===== src/rtl/alu_mult_seq.sv =====
// ----------------------------------------------------------------------------
// alu_mult_seq
//   Multi-cycle multiply sequencer. Produces the low 32 bits of a 32x32
//   product, signed or unsigned, by shift-add iteration. It owns no adder of
//   its own: every sum and every negation goes through the shared ALU via
//   alu_op/alu_porta/alu_portb, and the ALU's combinational answer comes back
//   on alu_out within the same cycle. The execute-stage mux hands the ALU to
//   this block while busy is high.
//
// Parameters
//   EARLY_EXIT   1: leave the MUL loop once the remaining multiplier is zero.
//                0: always run 32 MUL iterations.
//
// Ports
//   CLK           in   system clock, rising edge
//   nRST          in   asynchronous active-low reset
//   start         in   request, sampled only in IDLE
//   is_signed     in   operands are two's complement (sampled with start)
//   a, b          in   multiplicand / multiplier (sampled with start)
//   busy          out  high in ABS_A, ABS_B, MUL, FIX
//   done          out  one-cycle pulse in DONE
//   result        out  low product, held until the next accepted start
//   alu_op        out  ALU operation (shared aluop_t encoding, 4 bits)
//   alu_porta     out  ALU port A
//   alu_portb     out  ALU port B
//   alu_out       in   ALU result
//   alu_zero, alu_negative, alu_overflow  in  ALU flags, not used
//   dbg_state     out  current FSM state:
//                      0 IDLE, 1 ABS_A, 2 ABS_B, 3 MUL, 4 FIX, 5 DONE
//
// Handshake: start is a level request looked at only while the FSM is in
// IDLE; at any other time it is ignored and the operands are not re-sampled.
// done is a single-cycle pulse; result is valid from that cycle onward and is
// held until the next accepted start completes.
// ----------------------------------------------------------------------------
module alu_mult_seq #(
  parameter bit EARLY_EXIT = 1'b1
) (
  input  logic        CLK,
  input  logic        nRST,
  input  logic        start,
  input  logic        is_signed,
  input  logic [31:0] a,
  input  logic [31:0] b,
  output logic        busy,
  output logic        done,
  output logic [31:0] result,
  output logic [3:0]  alu_op,
  output logic [31:0] alu_porta,
  output logic [31:0] alu_portb,
  input  logic [31:0] alu_out,
  input  logic        alu_zero,
  input  logic        alu_negative,
  input  logic        alu_overflow,
  output logic [2:0]  dbg_state
);

  // Shared ALU operation codes (must match the execute-stage aluop_t).
  localparam logic [3:0] ALU_ADD = 4'd2;
  localparam logic [3:0] ALU_SUB = 4'd3;

  typedef enum logic [2:0] {
    S_IDLE  = 3'd0,
    S_ABS_A = 3'd1,
    S_ABS_B = 3'd2,
    S_MUL   = 3'd3,
    S_FIX   = 3'd4,
    S_DONE  = 3'd5
  } state_t;

  state_t      r_state,  w_state_nxt;
  logic [31:0] r_mcand,  w_mcand_nxt;
  logic [31:0] r_mplier, w_mplier_nxt;
  logic [31:0] r_acc,    w_acc_nxt;
  logic [4:0]  r_count,  w_count_nxt;
  logic        r_neg,    w_neg_nxt;
  // Remembers whether b needs an ABS_B pass, so ABS_A can pick its successor
  // without looking at the (possibly changed) b input again.
  logic        r_neg_b,  w_neg_b_nxt;
  logic [31:0] r_result, w_result_nxt;

  logic [31:0] w_mplier_sh;
  logic        w_last;

  // Flags are deliberately ignored; control never depends on them.
  logic w_unused;
  assign w_unused = alu_zero ^ alu_negative ^ alu_overflow;

  assign w_mplier_sh = r_mplier >> 1;
  // Final MUL iteration: 32nd pass, or nothing left to add (early exit).
  assign w_last = (r_count == 5'd31) ||
                  ((EARLY_EXIT == 1'b1) && (w_mplier_sh == 32'd0));

  always_comb begin
    w_state_nxt  = r_state;
    w_mcand_nxt  = r_mcand;
    w_mplier_nxt = r_mplier;
    w_acc_nxt    = r_acc;
    w_count_nxt  = r_count;
    w_neg_nxt    = r_neg;
    w_neg_b_nxt  = r_neg_b;
    w_result_nxt = r_result;
    alu_op       = ALU_ADD;
    alu_porta    = 32'd0;
    alu_portb    = 32'd0;

    case (r_state)
      S_IDLE: begin
        if (start) begin
          w_mcand_nxt  = a;
          w_mplier_nxt = b;
          w_acc_nxt    = 32'd0;
          w_count_nxt  = 5'd0;
          w_neg_nxt    = is_signed & (a[31] ^ b[31]);
          w_neg_b_nxt  = is_signed & b[31];
          if (is_signed & a[31])      w_state_nxt = S_ABS_A;
          else if (is_signed & b[31]) w_state_nxt = S_ABS_B;
          else                        w_state_nxt = S_MUL;
        end
      end

      S_ABS_A: begin
        // 0 - x; 0x80000000 maps to itself, which is still right mod 2^32.
        alu_op      = ALU_SUB;
        alu_portb   = r_mcand;
        w_mcand_nxt = alu_out;
        w_state_nxt = r_neg_b ? S_ABS_B : S_MUL;
      end

      S_ABS_B: begin
        alu_op       = ALU_SUB;
        alu_portb    = r_mplier;
        w_mplier_nxt = alu_out;
        w_state_nxt  = S_MUL;
      end

      S_MUL: begin
        if (r_mplier[0]) begin
          alu_porta = r_acc;
          alu_portb = r_mcand;
          w_acc_nxt = alu_out;
        end
        w_mcand_nxt  = r_mcand << 1;
        w_mplier_nxt = w_mplier_sh;
        w_count_nxt  = r_count + 5'd1;
        if (w_last) begin
          if (r_neg) begin
            w_state_nxt = S_FIX;
          end else begin
            // Capture the accumulator including this cycle's add.
            w_result_nxt = w_acc_nxt;
            w_state_nxt  = S_DONE;
          end
        end
      end

      S_FIX: begin
        alu_op       = ALU_SUB;
        alu_portb    = r_acc;
        w_acc_nxt    = alu_out;
        w_result_nxt = alu_out;
        w_state_nxt  = S_DONE;
      end

      S_DONE: begin
        w_state_nxt = S_IDLE;
      end

      default: begin
        w_state_nxt = S_IDLE;
      end
    endcase
  end

  always_ff @(posedge CLK or negedge nRST) begin
    if (!nRST) begin
      r_state  <= S_IDLE;
      r_mcand  <= 32'd0;
      r_mplier <= 32'd0;
      r_acc    <= 32'd0;
      r_count  <= 5'd0;
      r_neg    <= 1'b0;
      r_neg_b  <= 1'b0;
      r_result <= 32'd0;
    end else begin
      r_state  <= w_state_nxt;
      r_mcand  <= w_mcand_nxt;
      r_mplier <= w_mplier_nxt;
      r_acc    <= w_acc_nxt;
      r_count  <= w_count_nxt;
      r_neg    <= w_neg_nxt;
      r_neg_b  <= w_neg_b_nxt;
      r_result <= w_result_nxt;
    end
  end

  assign busy      = (r_state == S_ABS_A) || (r_state == S_ABS_B) ||
                     (r_state == S_MUL)   || (r_state == S_FIX);
  assign done      = (r_state == S_DONE);
  assign result    = r_result;
  assign dbg_state = r_state;

endmodule


===== config.mk =====
export PLATFORM = sky130hd
export DESIGN_NAME = alu_mult_seq
export DESIGN_NICKNAME = d
export VERILOG_FILES = /design/src/rtl/alu_mult_seq.sv
export SDC_FILE = /design/constraint.sdc
export NUM_CORES = 1
export LEC_CHECK = 0
export ABC_AREA = 0
export CAP_MARGIN = 25
export CORE_MARGIN = 10
export CORE_UTILIZATION = 45
export CTS_CLUSTER_DIAMETER = 40
export DETAILED_ROUTE_END_ITERATION = 10
export PLACE_DENSITY = 0.82
export SLEW_MARGIN = 5
export SYNTH_ARGS = -nofsm -noshare
export SYNTH_HDL_FRONTEND = slang
export SYNTH_SLANG_ARGS = --single-unit

===== constraint.sdc =====
create_clock -name CLK -period 4.4 [get_ports CLK]
set_input_delay 0.66 -clock CLK [delete_from_list [all_inputs] [get_ports CLK]]
set_output_delay 0.66 -clock CLK [all_outputs]
set_load 0.01 [all_outputs]

Word-level counts from Yosys, hierarchy flattened. Index checks and enable logic that the tools add are counted.

Register bits after elaboration: 138. Output and inout port bits: 105. Logic and storage cells: 65. Input port bits: 103.

Eq/ne operators: 9. Reduce and logical (&&, ||, !) cells: 19. Bitwise operators: 4. Mux-type cells: 24. Add/sub/neg operators: 1.

Operators with widths (number): 2-to-1 mux 32 bit (9); case mux 32 bit (3 select lines) (3); case mux 32 bit (4 select lines) (1); case mux 32 bit (2 select lines) (1); zero test 32 bit (1); case mux 3 bit (5 select lines) (1); AND reduction 2 bit (6); case mux 5 bit (2 select lines) (1); nonzero test 3 bit (3); == test 3 x 2 -> 1 bit (second input constant) (2); == test 3 bit (second input constant) (2); 2-to-1 mux 3 bit (2); inequality test 2 bit (second input constant) (3); adder 5 x 1 -> 5 bit (second input constant) (1); == test 5 bit (second input constant) (1); 2-to-1 mux 5 bit (1); logical OR 1 bit (4); 2-to-1 mux 1 bit (4); nonzero test 2 bit (2); bitwise AND 1 bit (3); == test 3 x 1 -> 1 bit (second input constant) (1); zero test 3 bit (1); AND reduction 3 bit (1); OR reduction 3 bit (1); other kinds (2) (2).

Logic depth before layout (Yosys ltp).
Depth in word-level cells: 5. Depth in mapped cells: 9. Mapped depth without buffers: 7.

Worst setup path before layout. No wires, ideal clock.

Path type: flip-flop to output port. Start: reg r_state[1] (netlist: dbg_state[1]). End: out alu_portb[2]. Buffers on the path: 2. Data required time: 3740 ps. Stages on the path, launching flop included: 7. Arrival: 1510 ps. Setup slack: 2230 ps. Path through: dfrtp_1 > nor2_2 > and2_1 > buf_2 > buf_1 > a222oi_1 > inv_1.

Longest elaborated chain between the ends: 2. Elaborated cells between the ends (all ways): 5. Classes of those cells: eq/ne: 4; mux: 1.

Ends and longest elaborated chain: from (decl) (line 71) `state_t r_state, w_state_nxt;`; from (signal assigned) (line 186) `r_state <= w_state_nxt;`; == test 3 bit (tied with other cells) (line 107) `case (r_state)`; case mux 32 bit (4 select lines) (*) (line 107); to (decl) (line 50) `output logic [31:0] alu_portb,`.

Every way passes the cells marked *; elsewhere a longest branch is shown, timed or not.

Final worst setup path.
Start: reg r_state[1] (netlist: dbg_state[1]). End: out alu_portb[5].

Same word-level chain as after synthesis.

==> metrics <==
status=finished clean; CTS tree=built; Antenna Cells=0; largest net degree at the start of global routing=96; most frequent cells in the layout=clkdlybuf4s50_1 (200), nand2_1 (142), dfrtp_1 (137); clk sink count=roughly 140; Setup Viol. Count Final=0; Synth top area share=between 40 and 50%; routability cong.=0.866; Synth Warn #=0; FF+latch count, synth=138; main area contributors after synthesis=dfrtp_1 (44%), nand2_1 (6.9%), a211oi_1 (6.0%); Place WS=1040 ps; RSZ-0062 raised after global routing=false; total track usage=23.3%; met1 WL=10500 µm; CP endpoint kind=output pin; Avg WL per Cell=21.9 µm; WP data arrival=approximately 3200 ps; Primary FF master, synth=dfrtp_1; synthesized area=between 0.007 and 0.008 mm²; starting DRC count in detailed routing=~870; synthesized instance count=840; # IOs=208; drt first pass iters=7; Worst EP required=approximately 3700 ps; DR WL met2=between 10000 and 15000 µm; Total Power=9.11 mW; post-CTS setup buffers=0; final period utilization=a little under 90%; share of cells above drive strength 1=roughly 10%; sequential cell area=0.00345 mm²; DRT antenna net count=0; routed vias=approximately 7600; Area Growth Syn to Fin=35.6%; post-synthesis sequential area ratio=approximately 44%; post-synth top area cell=dfrtp_1; CTS Buffer Depth=2; port bufs=201; clk_lat worst skew=around 420 ps; detailed-route wire length=~27000 µm; H-tree level count=4; fmax=0.260 GHz; DPL Wire Length=between 15000 and 20000 µm; Die Y=roughly 150 µm; CTS Root Cell=clkbuf_16; CTS buffer count=17; Leakage=roughly 4.5 nW; Worst setup SP type=register; Worst Hold Class=in -> async; Least-Margin Pin Slew=roughly 890 ps; max cap viols=0; PwrDens=~870 mW/mm²; antenna violations before repair=2; Die W=~150 µm; post-route cell area=~0.011 mm²; Fin Setup TNS=0 ps; post-route worst setup slack=roughly 550 ps; Hold Vio Cnt, Final=0; Netlist cell types=47; Synth async-reset ratio=100%; DP Area=slightly below 0.01 mm²; EDFF count, synth=0; die area=approximately 0.023 mm²; post-CTS resize count=0; met3 wire length=~2800 µm; Initial Util=a little under half; kind of critical path=reg -> out; total core area=approximately 0.017 mm²; DR top layer=met5; Max Slew Vio Count=0; row count=between 40 and 50; total grt overflow=0; vias in the first global route=7650; Post-route DRC=0; Vias per Instance=6.15; mean post-synth cell area=a little over 9 µm²; Final Net Count=roughly 1100; crit path max fanout=21; Final Critical Period=around 3900 ps; # hold bufs at CTS=0; fill count=between 1000 and 1500; Worst slew margin=40.6%; Worst Skew=a little over 8 ps; Max IR drop VDD=~460 µV; footprint of the multi-input gates=0.00378 mm²; post-layout util=62.8%; CTS clk-pin slew, worst paths=60 ps; most common library cell in the layout ignoring fill and taps=clkdlybuf4s50_1; first-pass GRT wire length=about 42000 µm
==> metrics by stage <==
stage / instances / hold WS, ps
final: 1236 / 352
after global routing: 1236 / 408
after CTS: 1235 / 380
after detailed placement: 1203 / 492
after global placement: 1203 / 471
after floorplan: 841 / 364
==> worst paths after layout <==
path                              startpoint  slack, ps           end  cells after the start
worst max-delay path            dbg_state[1]        550  alu_portb[5]                      6
worst min-delay path                    nRST        350     result[0]                      1
worst max register to register  dbg_state[1]       1030      r_acc[6]                      8
worst min register to register    r_count[2]        510    r_count[2]                      1
max in group asynchronous               nRST       3160  r_mplier[14]                      2
min in group CLK                  r_count[2]        510    r_count[2]                      1
==> worst max-delay path: stages (launching register included) <==
cell and delay [ps]:
dfrtp_1 850, nand2b_2 120, nor2_2 670, buf_4 370, a222oi_1 140, inv_1 70, clkdlybuf4s50_1 530
==> synthesized netlist by cell type, types with 20 or more instances <==
master,n
inv_1,31
a211oi_1,62
and2_1,34
dfrtp_1,138
a21oi_1,37
clkbuf_1,42
a21oi_2,30
nor2b_1,31
a31oi_1,64
a22o_1,34
a222oi_1,31
mux2i_1,32
nand2_1,142
and3_1,34
buf_2,20
==> flip-flops by register name, indices dropped and copies added (netlist names) <==
name       cells
r_mplier      32
r_neg          1
r_mcand       32
dbg_state      3
r_neg_b        1
r_acc         32
result        32
r_count        5
==> layer usage <==
metal,up-vias,track usage (%)
li1,3405,-
met1,3717,28.2
met2,424,39.2
met3,48,6.41
met4,2,7.36
met5,-,0
==> cell families (layout without fill, tap and decap cells) <==
kind of cell,after synthesis,after routing,synth area share (%)
AOI/OAI and AO/OA,272,272,26.0
xor gates and xnor gates,3,3,0.339
adders and majority gates,2,2,0.322
buffers and inverters,118,293,7.33
DFF,138,138,44.5
muxes,32,32,4.13
other,2,3,0.0967
and+or+nand+nor,273,273,17.3
==> power breakdown <==
group / total (mW) / switching [mW] / internal, mW
registers: 2.55 / 0.613 / 1.93
clock network: 1.60 / 0.565 / 1.04
logic: 4.96 / 2.65 / 2.31
==> area by class of cell <==
type,count,area share (%)
multi-input cells,585,35.9
flip-flops and latches,138,32.8
repair buffers,228,21.2
clock buffers,21,4.38
well taps,220,2.62
clock inverters,11,1.82
inverters,33,1.18
Power figures use the tool's default switching activity.
==> RTL change 1: new RTL, same settings <==
Change the parameter `EARLY_EXIT` from 1'b1 to 1'b0.
--- a/src/rtl/alu_mult_seq.sv
+++ b/src/rtl/alu_mult_seq.sv
@@ -36,3 +36,3 @@
 module alu_mult_seq #(
-  parameter bit EARLY_EXIT = 1'b1
+  parameter bit EARLY_EXIT = 1'b0
 ) (
Behaviour: not the same (Yosys sat finds a counterexample within 4 cycles, from zero or initial values and one cycle with nRST low).
==> RTL change 1 against the original RTL <==
  * Final area grew 4.5%
  * Sequential cell count is the same
  * Setup slack better by 0.23 ns
  * Synthesized area is 4.4% higher
  * Clock skew decreased by 0.0020 ns
  * Global-route usage fell by 0.73 points
  * Total power up 3.6%
  * First-iteration DRC count fell by 40%
  * Largest power group unchanged
  * Clock power fell by 6%
  * Routed wire length grew 1.1%
  * Critical path depth down 2
==> RTL change 1: results (changes against the original RTL) <==
fillers: 1426  # was 1431
multi_input_area_share_pct: 39.26  # was 35.94%
pre_cts_slack_ns: 1.189  # was 1.035 ns
grtUsageMet2_pct: 36.29  # was 39.23%
yosys-top-cells-count: "138 x dfrtp_1, 127 x mux2_2, 63 x a22o_1"  # was 142 x nand2_1, 138 x dfrtp_1, 64 x a31oi_1
pwr-share-seq_pct: 26.9  # was 27.9%
synthXorXnorAreaFrac_pct: 0.4322  # was 0.3385%
final_nets: 961  # was 1108
seq_area_frac_synth_pct: 42.61  # was 44.49%
dr.first_iter.drc_count: 524  # was 869
dp_hpwl_mm: 18.31  # was 18.46 mm
cp-endpoint: "alu_portb[17]"  # was alu_portb[5]
yosys.area_share.adder_pct: 0.3087  # was 0.3224%
r2r_start: "dbg_state[0]"  # was dbg_state[1]
track_usage_pct: 22.53  # was 23.26%
cp.arrival_ns: 2.96  # was 3.19 ns
area.growth.synth_to_final_pct: 35.71  # was 35.57%
yosysUniqueCellTypes: 53  # was 47
nNonClkInverters: 4  # was 33
final-nonclk-buf-share_pct: 21.01  # was 21.25%
clkLatencyLatePin_ns: 0.41
gp_congestion: 0.8132  # was 0.8655
syn_avg_cell_area_um2: 11.95  # was 9.241 um2
antenna_found_initial: 0  # was 2
use_met1_pct: 29.16  # was 28.17%
reg2reg_depth: 5  # was 8
clock_power_uw: 1510  # was 1600 uW
cts_resized: 0  # unchanged
min_period_over_period_pct: 82.20  # was 87.54%
internal_power_uw: 5952  # was 5282 uW
num-nonclk-buffers: 224  # was 228
wl_per_cell_um: 24.98  # was 21.93 um
skew_ns: 0.006201  # was 0.008159 ns
clkPwrFrac_pct: 16.0  # was 17.6%
final-clk-cell-share_pct: 5.574  # was 6.194%
grt_pass1_vias: 7112  # was 7650
synth_mux_area_share_pct: 24.71  # was 4.126%
place_area_um2: 10330  # was 9844 um2
nMultiInputCombCells: 471  # was 585
ff_latch_area_um2: 3456  # was 3455 um2
grt_max_degree: 107  # was 96
detail_route.wirelength_mm: 27.40  # was 27.11 mm
synth.area.top_cells: "dfrtp_1 43%, mux2_2 18%, a22o_1 6.8%, mux2_4 6.7%, a221o_1 4.0%"  # was dfrtp_1 44%, nand2_1 6.9%, a211oi_1 6.0%, a31oi_1 5.2%, mux2i_1 4.1%
whs_ns: 0.1734  # was 0.3517 ns
core_area_um2: 17840  # was 16760 um2
drive_gt1_share_pct: 26.84  # was 10.33%
r2r_end: "r_acc[28]"  # was r_acc[6]
grtUsageMet3_pct: 6.378  # was 6.414%
leakage_uw: 0.004972  # was 0.004467 uW
synth-compound-area-share_pct: 17.21  # was 25.98%
critical_path_peak_fanout: 31  # was 21
htreeDepth: 4  # unchanged
status: "finished, final reports clean"  # unchanged
rrSetupSlack_ns: 1.35  # was 1.03 ns
relSlewSlack_pct: 26.90  # was 40.62%
grt_first_pass_wirelength_mm: 42.68  # was 42.10 mm
async_flop_share_pct: 100.0  # unchanged
viasPerCell: 5.968  # was 6.146
firstDrtPassIters: 4  # was 7
ir_worst_vdd_uv: 564.1  # was 458.2 uV
-- RTL change 1: cell count changes after synthesis, moves of 28 or more --
cell / before / now
a211oi_1: 62 / 9
a21o_1: 0 / 32
a21oi_1: 37 / 7
a221o_1: 0 / 32
a222oi_1: 31 / 0
a22o_1: 34 / 63
a31oi_1: 64 / 9
inv_1: 31 / 3
mux2_2: 0 / 127
mux2_4: 0 / 36
mux2i_1: 32 / 1
nand2_1: 142 / 21
-- RTL change 1: worst max-delay path, cell delays in order, from the launching register on --
cell	delay, ns
dfrtp_2	0.74
nand2b_1	0.20
nor2_4	0.80
a21o_1	0.22
clkdlybuf4s50_1	0.57
-- RTL change 1: routing by layer --
metal  vias to the layer above  part of all wire (%)
li1                       2912                     -
met1                      3349                    43
met2                       253                    48
met3                        33                   7.5
met4                         0                   1.3
met5                         -                     0
==> RTL change 2: new RTL, same flow settings <==
Made on the original files. Make the reset (`nRST`) synchronous in one clocked block. Comments in the files are not updated.
--- a/src/rtl/alu_mult_seq.sv
+++ b/src/rtl/alu_mult_seq.sv
@@ -174,3 +174,3 @@
 
-  always_ff @(posedge CLK or negedge nRST) begin
+  always_ff @(posedge CLK) begin
     if (!nRST) begin
Formal check against the unedited RTL: differs if nRST is asserted again (counterexample within 4 cycles, from zero or initial values and one cycle with nRST low); with nRST held inactive, the same outputs for 4 cycles.
==> RTL change 2 against the original RTL <==
  * Die area is 1.7% lower
  * Routed wire length shrank 2.3%
  * Utilization fell by 1.2 points
  * Synthesized area shrank 1.9%
  * Count of clock-buffer cells in the layout is 4 higher
  * Sequential cell count stayed put
  * Clock skew rose by 0.0014 ns
  * Setup slack got worse by 0.14 ns
  * Final area is 3.0% lower
  * Sequential share of layout area fell by 5.7 points
  * Critical path depth stayed put
  * Largest cell class unchanged
  * Highest routed layer is now met4
Power is not compared: it rests on default switching activity, and its combinational part moved more than twofold at a synthesized area within 25%.
==> RTL change 2: results (changes against the original RTL) <==
detail_route.wirelength_mm: 26.49  # was 27.11 mm
status: "finished, final reports clean"  # unchanged
synth.area.top_cells: "dfxtp_1 36%, mux2i_1 21%, and3_1 8.1%, nand2_1 6.4%, a222oi_1 4.1%"  # was dfrtp_1 44%, nand2_1 6.9%, a211oi_1 6.0%, a31oi_1 5.2%, mux2i_1 4.1%
drive_gt1_share_pct: 6.981  # was 10.33%
multi_input_area_um2: 4312  # was 3782 um2
skew_ns: 0.009575  # was 0.008159 ns
dp.cells: 1205  # was 1203
worstSetupStartpoint: "dbg_state[1]"  # unchanged
grt_pass1_vias: 6989  # was 7650
grt_max_degree: 106  # was 96
clockBufferCount: 25  # was 21
top_layer: "met4"  # was met5
track_usage_pct: 23.09  # was 23.26%
dp_hpwl_mm: 17.75  # was 18.46 mm
wl_per_cell_um: 21.41  # was 21.93 um
rrSetupSlack_ns: 1.33  # was 1.03 ns
finalCriticalPeriod_ns: 3.994  # was 3.852 ns
synth_ff_type: "dfxtp_1"  # was dfrtp_1
yosys-top-cells-count: "156 x mux2i_1, 138 x dfxtp_1, 130 x nand2_1"  # was 142 x nand2_1, 138 x dfrtp_1, 64 x a31oi_1
r2r_start: "dbg_state[0]"  # was dbg_state[1]
wl_met1_mm: 11.23  # was 10.51 mm
reg2reg_depth: 7  # was 8
final-clk-cell-share_pct: 5.638  # was 6.194%
critical_path.max_stage_delay_ns: 0.73  # was 0.85 ns
num-nonclk-buffers: 220  # was 228
gp_congestion: 0.8290  # was 0.8655
yosysUniqueCellTypes: 45  # was 47
nNonClkInverters: 35  # was 33
seq_area_frac_synth_pct: 36.29  # was 44.49%
relSlewSlack_pct: 31.91  # was 40.62%
hold_start: "result[31]"
dr.first_iter.drc_count: 801  # was 869
crit_slowest_cell: "dfxtp_2"  # was dfrtp_1
r2r_end: "result[19]"  # was r_acc[6]
nMultiInputCombCells: 592  # was 585
final_nets: 1109  # was 1108
async_flop_share_pct: 0  # was 100.0%
cp.arrival_ns: 3.33  # was 3.19 ns
pre_cts_slack_ns: 0.9295  # was 1.035 ns
fillers: 1425  # was 1431
## RTL change 2: cell types whose count changed in the layout (fill, tap and decap cells not counted), sizes merged, moves of 12 or more
cell and delta:
and3 +64, dfrtp -138, nand2 -12, a22o -34, a31oi -64, a21oi -57
o2bb2ai +32, and2 -32, a211oi -62, mux2i +124, dfxtp +138, a22oi +34
## RTL change 2: routing by layer
layer,GRT usage (%),vias to the layer above
li1,-,3362
met1,29.70,3399
met2,36.56,367
met3,6.793,34
met4,6.948,0
met5,0,-
## RTL change 2: logic make-up after synthesis
group	count (synthesis)	share of synthesized area (%)
compound gates	126	14.41
xor+xnor	3	0.3452
fa+ha+maj	2	0.3286
buf+inv	116	7.395
flops	138	36.29
mux	156	20.51
other cells	2	0.09864
simple gates	302	20.62
## RTL change 2: per-stage QoR
step	instance area (um2)	hold slack [ns]
floorplan	7617	0.4147
global placement	9633	0.4385
detailed placement	9633	0.4475
CTS	10210	0.4622
global route	10210	0.4769
finish	10210	0.4579
